==> config.mk <==
export PLATFORM = sky130hd
export DESIGN_NAME = xgmii_tx_encoder
export DESIGN_NICKNAME = d
export VERILOG_FILES = /design/src/rtl/mii_pkg.sv /design/src/rtl/xgmii_tx_encoder.sv
export SDC_FILE = /design/constraint.sdc
export NUM_CORES = 1
export LEC_CHECK = 0
export ABC_CLOCK_PERIOD_IN_PS = 4100
export CORE_ASPECT_RATIO = 0.9
export CORE_MARGIN = 8
export CORE_UTILIZATION = 32
export CTS_CLUSTER_DIAMETER = 200
export CTS_CLUSTER_SIZE = 14
export DETAILED_ROUTE_END_ITERATION = 12
export PLACE_DENSITY = 0.6
export SKIP_CTS_REPAIR_TIMING = 1
export SLEW_MARGIN = 20
export SYNTH_ARGS = -nofsm -noshare
export SYNTH_HDL_FRONTEND = slang
export SYNTH_SLANG_ARGS = --single-unit
==> constraint.sdc <==
create_clock -name clk -period 4.1 [get_ports clk]
set_clock_uncertainty 0.05 [all_clocks]
set_input_delay 1.025 -clock clk [delete_from_list [all_inputs] [get_ports clk]]
set_output_delay 1.025 -clock clk [all_outputs]
set_load 0.02 [all_outputs]
==> src/rtl/mii_pkg.sv <==
// XGMII control characters, encoder FSM states and the word-level helpers
// shared by the transmit encoder.
package mii_pkg;

    localparam logic [7:0] CH_IDLE  = 8'h07;
    localparam logic [7:0] CH_START = 8'hFB;
    localparam logic [7:0] CH_TERM  = 8'hFD;
    localparam logic [7:0] CH_ERROR = 8'hFE;

    localparam logic [63:0] IDLE_WORD  = {8{CH_IDLE}};
    localparam logic [63:0] ERROR_WORD = {8{CH_ERROR}};
    localparam logic [7:0]  CTRL_ALL   = 8'hFF;

    typedef enum logic [1:0] {
        ST_IDLE,
        ST_DATA,
        ST_TERM,
        ST_IPG
    } state_t;

    // Lanes below nbytes keep data, lane nbytes gets Terminate, the rest Idle.
    // nbytes=0 yields the stand-alone terminate word (lane 0 = 0xFD).
    function automatic logic [71:0] term_merge(input logic [63:0] data,
                                               input logic [3:0]  nbytes);
        logic [63:0] txd;
        logic [7:0]  txc;
        int          n;
        n   = int'(nbytes);
        txd = IDLE_WORD;
        txc = CTRL_ALL;
        for (int i = 0; i < 8; i++) begin
            if (i < n) begin
                txd[8*i +: 8] = data[8*i +: 8];
                txc[i]        = 1'b0;
            end else if (i == n) begin
                txd[8*i +: 8] = CH_TERM;
            end
        end
        return {txd, txc};
    endfunction

endpackage

==> src/rtl/xgmii_tx_encoder.sv <==
// XGMII transmit encoder: wraps 64-bit MAC frame beats with Start/Terminate
// control characters, aborts with an error word, and enforces inter-packet gap.
module xgmii_tx_encoder
    import mii_pkg::*;
#(
    parameter int IPG_WORDS = 2
) (
    input  logic        clk,
    input  logic        i_rst_n,
    input  logic        i_valid,
    input  logic [63:0] i_data,
    input  logic        i_last,
    input  logic [3:0]  i_last_nbytes,
    output logic        o_ready,
    output logic [63:0] o_txd,
    output logic [7:0]  o_txc,
    output logic        o_err,
    output logic [15:0] o_frame_cnt
);

    localparam logic [15:0] IPG_LOAD = 16'(IPG_WORDS);
    // With no gap requested the frame end drops straight back to IDLE.
    localparam state_t POST_FRAME = (IPG_WORDS == 0) ? ST_IDLE : ST_IPG;

    state_t      state;
    logic [15:0] ipg_cnt;
    logic        accept;
    logic        nbytes_ok;
    logic [71:0] merged;

    assign o_ready   = (state == ST_IDLE) || (state == ST_DATA);
    assign accept    = i_valid && o_ready;
    assign nbytes_ok = (i_last_nbytes != 4'd0) && (i_last_nbytes <= 4'd8);
    assign merged    = term_merge(i_data, i_last_nbytes);

    always_ff @(posedge clk or negedge i_rst_n) begin
        if (!i_rst_n) begin
            state       <= ST_IPG;
            ipg_cnt     <= IPG_LOAD;
            o_txd       <= IDLE_WORD;
            o_txc       <= CTRL_ALL;
            o_err       <= 1'b0;
            o_frame_cnt <= 16'd0;
        end else begin
            o_txd <= IDLE_WORD;
            o_txc <= CTRL_ALL;
            o_err <= 1'b0;
            case (state)
                ST_IDLE: begin
                    if (accept) begin
                        if (i_last) begin
                            // A one-beat frame is a runt: abort it.
                            o_txd   <= ERROR_WORD;
                            o_err   <= 1'b1;
                            state   <= POST_FRAME;
                            ipg_cnt <= IPG_LOAD;
                        end else begin
                            o_txd <= {i_data[63:8], CH_START};
                            o_txc <= 8'h01;
                            state <= ST_DATA;
                        end
                    end
                end
                ST_DATA: begin
                    if (!accept || (i_last && !nbytes_ok)) begin
                        o_txd   <= ERROR_WORD;
                        o_err   <= 1'b1;
                        state   <= POST_FRAME;
                        ipg_cnt <= IPG_LOAD;
                    end else if (!i_last) begin
                        o_txd <= i_data;
                        o_txc <= 8'h00;
                    end else if (i_last_nbytes == 4'd8) begin
                        o_txd <= i_data;
                        o_txc <= 8'h00;
                        state <= ST_TERM;
                    end else begin
                        {o_txd, o_txc} <= merged;
                        o_frame_cnt    <= o_frame_cnt + 16'd1;
                        state          <= POST_FRAME;
                        ipg_cnt        <= IPG_LOAD;
                    end
                end
                ST_TERM: begin
                    {o_txd, o_txc} <= term_merge(64'd0, 4'd0);
                    o_frame_cnt    <= o_frame_cnt + 16'd1;
                    state          <= POST_FRAME;
                    ipg_cnt        <= IPG_LOAD;
                end
                ST_IPG: begin
                    if (ipg_cnt <= 16'd1) begin
                        state <= ST_IDLE;
                    end else begin
                        ipg_cnt <= ipg_cnt - 16'd1;
                    end
                end
                default: begin
                    state   <= ST_IPG;
                    ipg_cnt <= IPG_LOAD;
                end
            endcase
        end
    end

endmodule

==> results of run 1 <==
layout make-up:
type,instances,area (sq um),share of cell area
clock buffers,9,225,0.0296
flip-flops and latches,107,2720,0.357
multi-input cells,395,2510,0.330
inverters,22,82.6,0.0108
repair buffers,176,1730,0.226
well taps,211,264,0.0346
clock inverters,7,88.8,0.0117
cells in the mapped netlist (all sizes together), types with 8 or more instances:
master	number	share of area
clkbuf	32	0.022
nor3	16	0.016
inv	22	0.015
nand4	13	0.015
a31oi	8	0.0091
dfrtp	72	0.33
and3	8	0.0091
o311ai	12	0.019
nor2	21	0.014
buf	10	0.010
xnor2	15	0.024
o22ai	16	0.018
a21oi	51	0.046
nand2	39	0.027
o21ai	49	0.045
nand3	23	0.021
dfstp	35	0.17
worst paths after layout:
path | start | endpoint | slack, ns | cells after the start
hold reg to reg | o_frame_cnt[15] | o_frame_cnt[15] | 0.43 | 1
max in group asynchronous | i_rst_n | o_txd[4] | 2.62 | 2
setup reg to reg | state[1] | ipg_cnt[15] | 1.38 | 7
setup / recovery | state[0] | o_ready | 0.89 | 5
hold / removal | o_frame_cnt[15] | o_frame_cnt[15] | 0.43 | 1
min in group asynchronous | i_rst_n | o_txd[11] | 0.68 | 1
logic make-up after synthesis:
kind of cell             count (synthesis)
flip-flops                             107
XOR/XNOR                                16
adder cells (fa/ha/maj)                  7
AO/OA/AOI/OAI                          194
buffers and inverters                   64
multiplexers                             4
AND/OR/NAND/NOR                        174
through the flow:
stage                     worst slack, ns  instances  power (mW)   util  instance area [sq um]
after detailed placement            0.645        911        5.13  0.434                   7300
after CTS                           0.884        927        6.03  0.452                   7620
after floorplan                      1.64        566        3.82      -                   5490
after global routing                0.778        927        6.39  0.453                   7620
after global placement              0.717        911        5.05  0.434                   7300
final                               0.889        927        6.00  0.453                   7620
power groups by stage:
stage               Combinational, mW  Sequential, mW  Clock [mW]
global route                     3.55            1.88       0.958
finish                           3.28            1.83       0.888
CTS                              3.29            1.83       0.911
detailed placement               3.27            1.85           0
floorplan                        1.59            2.23           0
global placement                 3.21            1.84           0
state kept, by name, summed over array words and instances (netlist names):
| name | flops |
|---|---|
| ipg_cnt | 16 |
| o_err | 1 |
| o_frame_cnt | 16 |
| o_txc | 8 |
| o_txd | 64 |
| state | 2 |
routing by layer:
metal | GRT usage | vias up | share of wire
met1 | 0.205 | 2537 | 0.45
met2 | 0.269 | 158 | 0.48
met3 | 0.0344 | 22 | 0.048
li1 | - | 2395 | -
met4 | 0.0551 | 0 | 0.018
met5 | 0 | - | 0
critical path: cells and delay by family, from the launching register on:
| kind | cells | cell delay, ns |
|---|---|---|
| flops | 1 | 0.56 |
| buf+inv | 3 | 0.77 |
| simple gates | 1 | 0.23 |
| fa+ha+maj | 1 | 0.22 |
==> run metrics, run 1 <==
Detailed Place HPWL 13,100 um; synthesized cell area 5490 sq um; Post-Synth Adder-Cell Area 0.0160; worst vdd ir 404 uV; Die Span X 154 um; largest family of logic cells by synthesized area compound AO/OA/AOI/OAI gates; vias 5,112; Clock transition at path regs 0.08 ns; Vert. Die Dim 140 um; Tot GR Track Use 0.162; Synth warnings 0; fin crit period 3.21 ns; I/O Pins 162; syn nets 645; DRT iter0 DRCs 353; max_cap viols 0; Clock Tree Buf Depth 2; clock sinks 107; Final Slew Violations 0; CTS H-tree depth 3; sequential share of the synthesized area 0.496; First-pass DRT Iterations 5; Post-Synth XOR/XNOR Area 0.0255; Critical Path Fanout Max 4; Post-Synthesis Cells 566; core area 16,800 sq um; Synth Area in Compound Gates 0.230; outcome completed; critical path class reg -> out; TritonCTS clock tree done; filler instances 1,562; I/O Buffers 161; Site Rows 45; GPL Wtd Cong 0.870; Fin. Hold Viols 0; Yosys cell types 74; Post-synth EDFFs 0; Top FF cell, synth dfrtp_1; Clock power frac 0.148; # nets final 790; Rel. slew slack 0.438; Clk Latency, worst-skew pair 0.36 ns; WL final 17,600 um; Layout area overhead 38.8%; commonest cells after routing, fill and taps aside 160 x clkdlybuf4s50_1, 72 x dfrtp_1, 51 x a21oi_1; Crit. End Element output pin; syn avg cell area 9.70 sq um; Sw Ratio 0.437; P_sw 2.62 mW; combinational share of power 0.546; simple-gate share of the synthesized area 0.178; Setup crit start kind register; worst path arrival time 2.14 ns; vias in the first global route 5,115; total congestion overflow 0; most common cell after layout, fill and taps aside clkdlybuf4s50_1; Hold Crit Class reg -> reg; Root Driver clkbuf_16; worst path required time 3.02 ns; crit path max-delay cell type dfstp_2; initial antenna violation count 0; max frequency 311 MHz; number of diodes 0; first-pass GRT wire length 28,100 um; CP peak stage delay 0.56 ns; WHS 0.425 ns; Tcrit/Tclk final 0.783; CTS buffer count 9; WL per Instance 19.0 um; post-DR vias/cell 5.51; Critical Path Most Common Cell inv_1; Final ANT Viol Nets 0; # setup viols final 0; TNS Setup 0 ns; async set or reset register ratio after synthesis 1.00; RSZ-0062 raised after global routing no; Leak 3.07 nW; largest net degree at the start of global routing 86; residual DRC count 0; PD cells 787 nW/um^2; Seq cells post-synth 107; initial core utilization 0.326; post-synthesis mux area share 0.00775; die area 21,600 sq um; crit-path cells inv_1 > ha_1 > nor2_1 > inv_1 > clkdlybuf4s50_1; measured slew at the worst slew-check pin 0.839 ns; Reg power frac 0.305; internal power 3.38 mW; share of cells above drive strength 1 0.124
No activity file was read; power rests on OpenSTA's default activity.
==> run 2: changes to the inputs <==
--- a/config.mk
+++ b/config.mk
@@ -5,14 +5,14 @@
 export SDC_FILE = /design/constraint.sdc
 export NUM_CORES = 1
 export LEC_CHECK = 0
-export ABC_CLOCK_PERIOD_IN_PS = 4100
+export ABC_CLOCK_PERIOD_IN_PS = 2800
 export CORE_ASPECT_RATIO = 0.9
 export CORE_MARGIN = 8
 export CORE_UTILIZATION = 32
 export CTS_CLUSTER_DIAMETER = 200
 export CTS_CLUSTER_SIZE = 14
 export DETAILED_ROUTE_END_ITERATION = 12
-export PLACE_DENSITY = 0.6
+export PLACE_DENSITY = 0.62
 export SKIP_CTS_REPAIR_TIMING = 1
 export SLEW_MARGIN = 20
 export SYNTH_ARGS = -nofsm -noshare
==> constraint.sdc (replaced) <==
create_clock -name clk -period 2.8 [get_ports clk]
set_clock_uncertainty 0.05 [all_clocks]
set_input_delay 0.7 -clock clk [delete_from_list [all_inputs] [get_ports clk]]
set_output_delay 0.7 -clock clk [all_outputs]
set_load 0.02 [all_outputs]
==> run 2 against run 1 <==
  * Non-clock buffer count rose by 24
  * Global-route usage fell by 0.069 points
  * Count of clock-buffer cells in the layout rose by 1
  * Register-to-register slack got worse by 1.0 ns
  * Wire length increased by 0.46%
  * Sequential share of layout area shrank 0.80 points
  * Largest power group unchanged
  * Critical path depth up 1
  * Power grew 47%
  * Die area unchanged
  * Highest routed layer unchanged
  * Sequential power increased by 46%
  * Cell count is 2.6% higher
==> run metrics, run 2 (synthesized netlist as in run 1, its figures left out) <==
I/O Buffers 161; share of cells above drive strength 1 0.153; Root Driver clkbuf_16; Buffers & Inverters on Critical Path 2; clock sinks 107; CTS H-tree depth 3; Sw Ratio 0.428; P_sw 3.77 mW; internal power 5.04 mW; Hold Crit Class in -> async; Crit. End Element register; worst vdd ir 509 uV; Vert. Die Dim 140 um; fin crit period 2.57 ns; WHS 0.140 ns; measured slew at the worst slew-check pin 0.863 ns; # setup viols final 0; RSZ-0062 raised after global routing no; CTS buffer count 9; pre-CTS WS -0.0942 ns; post-route setup slack 0.231 ns; most common cell after layout, fill and taps aside clkdlybuf4s50_1; GPL Wtd Cong 0.859; TNS Setup 0 ns; total congestion overflow 0; largest net degree at the start of global routing 61; Rel. slew slack 0.422; max frequency 389 MHz; vias 5,159; commonest cells after routing, fill and taps aside 159 x clkdlybuf4s50_1, 72 x dfrtp_1, 51 x a21oi_1; worst path arrival time 2.70 ns; crit-path cells clkdlybuf4s50_1 > buf_4 > nor4_1 > o211a_2 > nor2_1 > a31oi_1; outcome completed; Tcrit/Tclk final 0.918; combinational share of power 0.563; DRT iter0 DRCs 456; Final Slew Violations 0; Tot GR Track Use 0.161; WL final 17,700 um; PD cells 1130 nW/um^2; First-pass DRT Iterations 5; CP top delay family simple AND/OR/NAND/NOR gates; # nets final 814; crit path max-delay cell type nor2_1; worst path required time 2.93 ns; RR Endpoint ipg_cnt[10]; Detailed Place HPWL 13,400 um; Worst Setup SP i_last_nbytes[0]; Setup crit start kind input pin; fin area 7790 sq um; Reg power frac 0.304; vias in the first global route 5,067; first-pass GRT wire length 28,100 um; Clock Tree Buf Depth 2; Leak 3.19 nW; core area 16,800 sq um; TritonCTS clock tree done; FF-to-FF setup slack 0.34 ns; Top reg by flops o_txd; Site Rows 45; CP peak stage delay 0.66 ns; R2R Path Start state[1]; number of diodes 0; number of flip-flops under the largest register name 64; Clock transition at path regs 0.07 ns; max_cap viols 0; Critical Path Fanout Max 17; placed inst area 7520 sq um; initial antenna violation count 0; worst reg2reg path depth 7; die area 21,600 sq um; Fin. Hold Viols 0; Final ANT Viol Nets 0; biggest registers after layout o_txd x64, ipg_cnt x16, o_frame_cnt x16; Clk Latency, worst-skew pair 0.35 ns; filler instances 1,555; Layout area overhead 42.0%; WL per Instance 18.6 um; residual DRC count 0; post-DR vias/cell 5.42; critical path class in -> reg; I/O Pins 162; initial core utilization 0.326; Clock power frac 0.133; Die Span X 154 um
[run 2: cell types whose count changed in the layout (fill, tap and decap cells not counted), sizes merged]
| cell | delta |
|---|---|
| clkinv | -2 |
| inv | -2 |
| clkinvlp | +3 |
| clkbuf | +1 |
| dlymetal6s2s | +1 |
| clkdlybuf4s50 | -1 |
| buf | +24 |
[run 2: power by group through the flow]
stage                     Combinational [mW]  Sequential, mW  Clock, mW
after floorplan                         2.33            3.27          0
after global placement                  4.88            2.69          0
after detailed placement                4.98            2.71          0
after CTS                               5.01            2.68       1.21
after global routing                    5.40            2.75       1.27
final                                   4.97            2.68       1.17
[run 2: layer usage]
| metal | share of wire | global-route usage | vias to the layer above |
|---|---|---|---|
| met3 | 0.060 | 0.0375 | 26 |
| li1 | - | - | 2447 |
| met1 | 0.44 | 0.206 | 2513 |
| met2 | 0.48 | 0.263 | 173 |
| met4 | 0.020 | 0.0551 | 0 |
| met5 | 0 | 0 | - |
[run 2: stage by stage]
stage | power [mW] | instances | util
after floorplan | 5.60 | 566 | -
after global placement | 7.57 | 935 | 0.447
after detailed placement | 7.69 | 935 | 0.447
after CTS | 8.90 | 951 | 0.463
after global routing | 9.42 | 951 | 0.463
final | 8.81 | 951 | 0.463
[run 2: worst max-delay path by stage]
stage | end | slack (ns) | depth (start not counted)
after global placement | o_txd[35] | 0.001 | 6
final | o_txd[35] | 0.23 | 6
after global routing | o_txd[39] | 0.06 | 6
after CTS | o_ready | -0.06 | 5
after detailed placement | o_txd[35] | -0.09 | 6
after floorplan | ipg_cnt[12] | 0.62 | 8
[run 2: area by class of cell]
class | count | area, sq um | area share
well taps | 211 | 264 | 0.0339
clock inverters | 6 | 41.3 | 0.00530
repair buffers | 200 | 1940 | 0.249
flip-flops and latches | 107 | 2720 | 0.349
inverters | 22 | 82.6 | 0.0106
clock buffers | 10 | 229 | 0.0294
multi-input cells | 395 | 2510 | 0.323
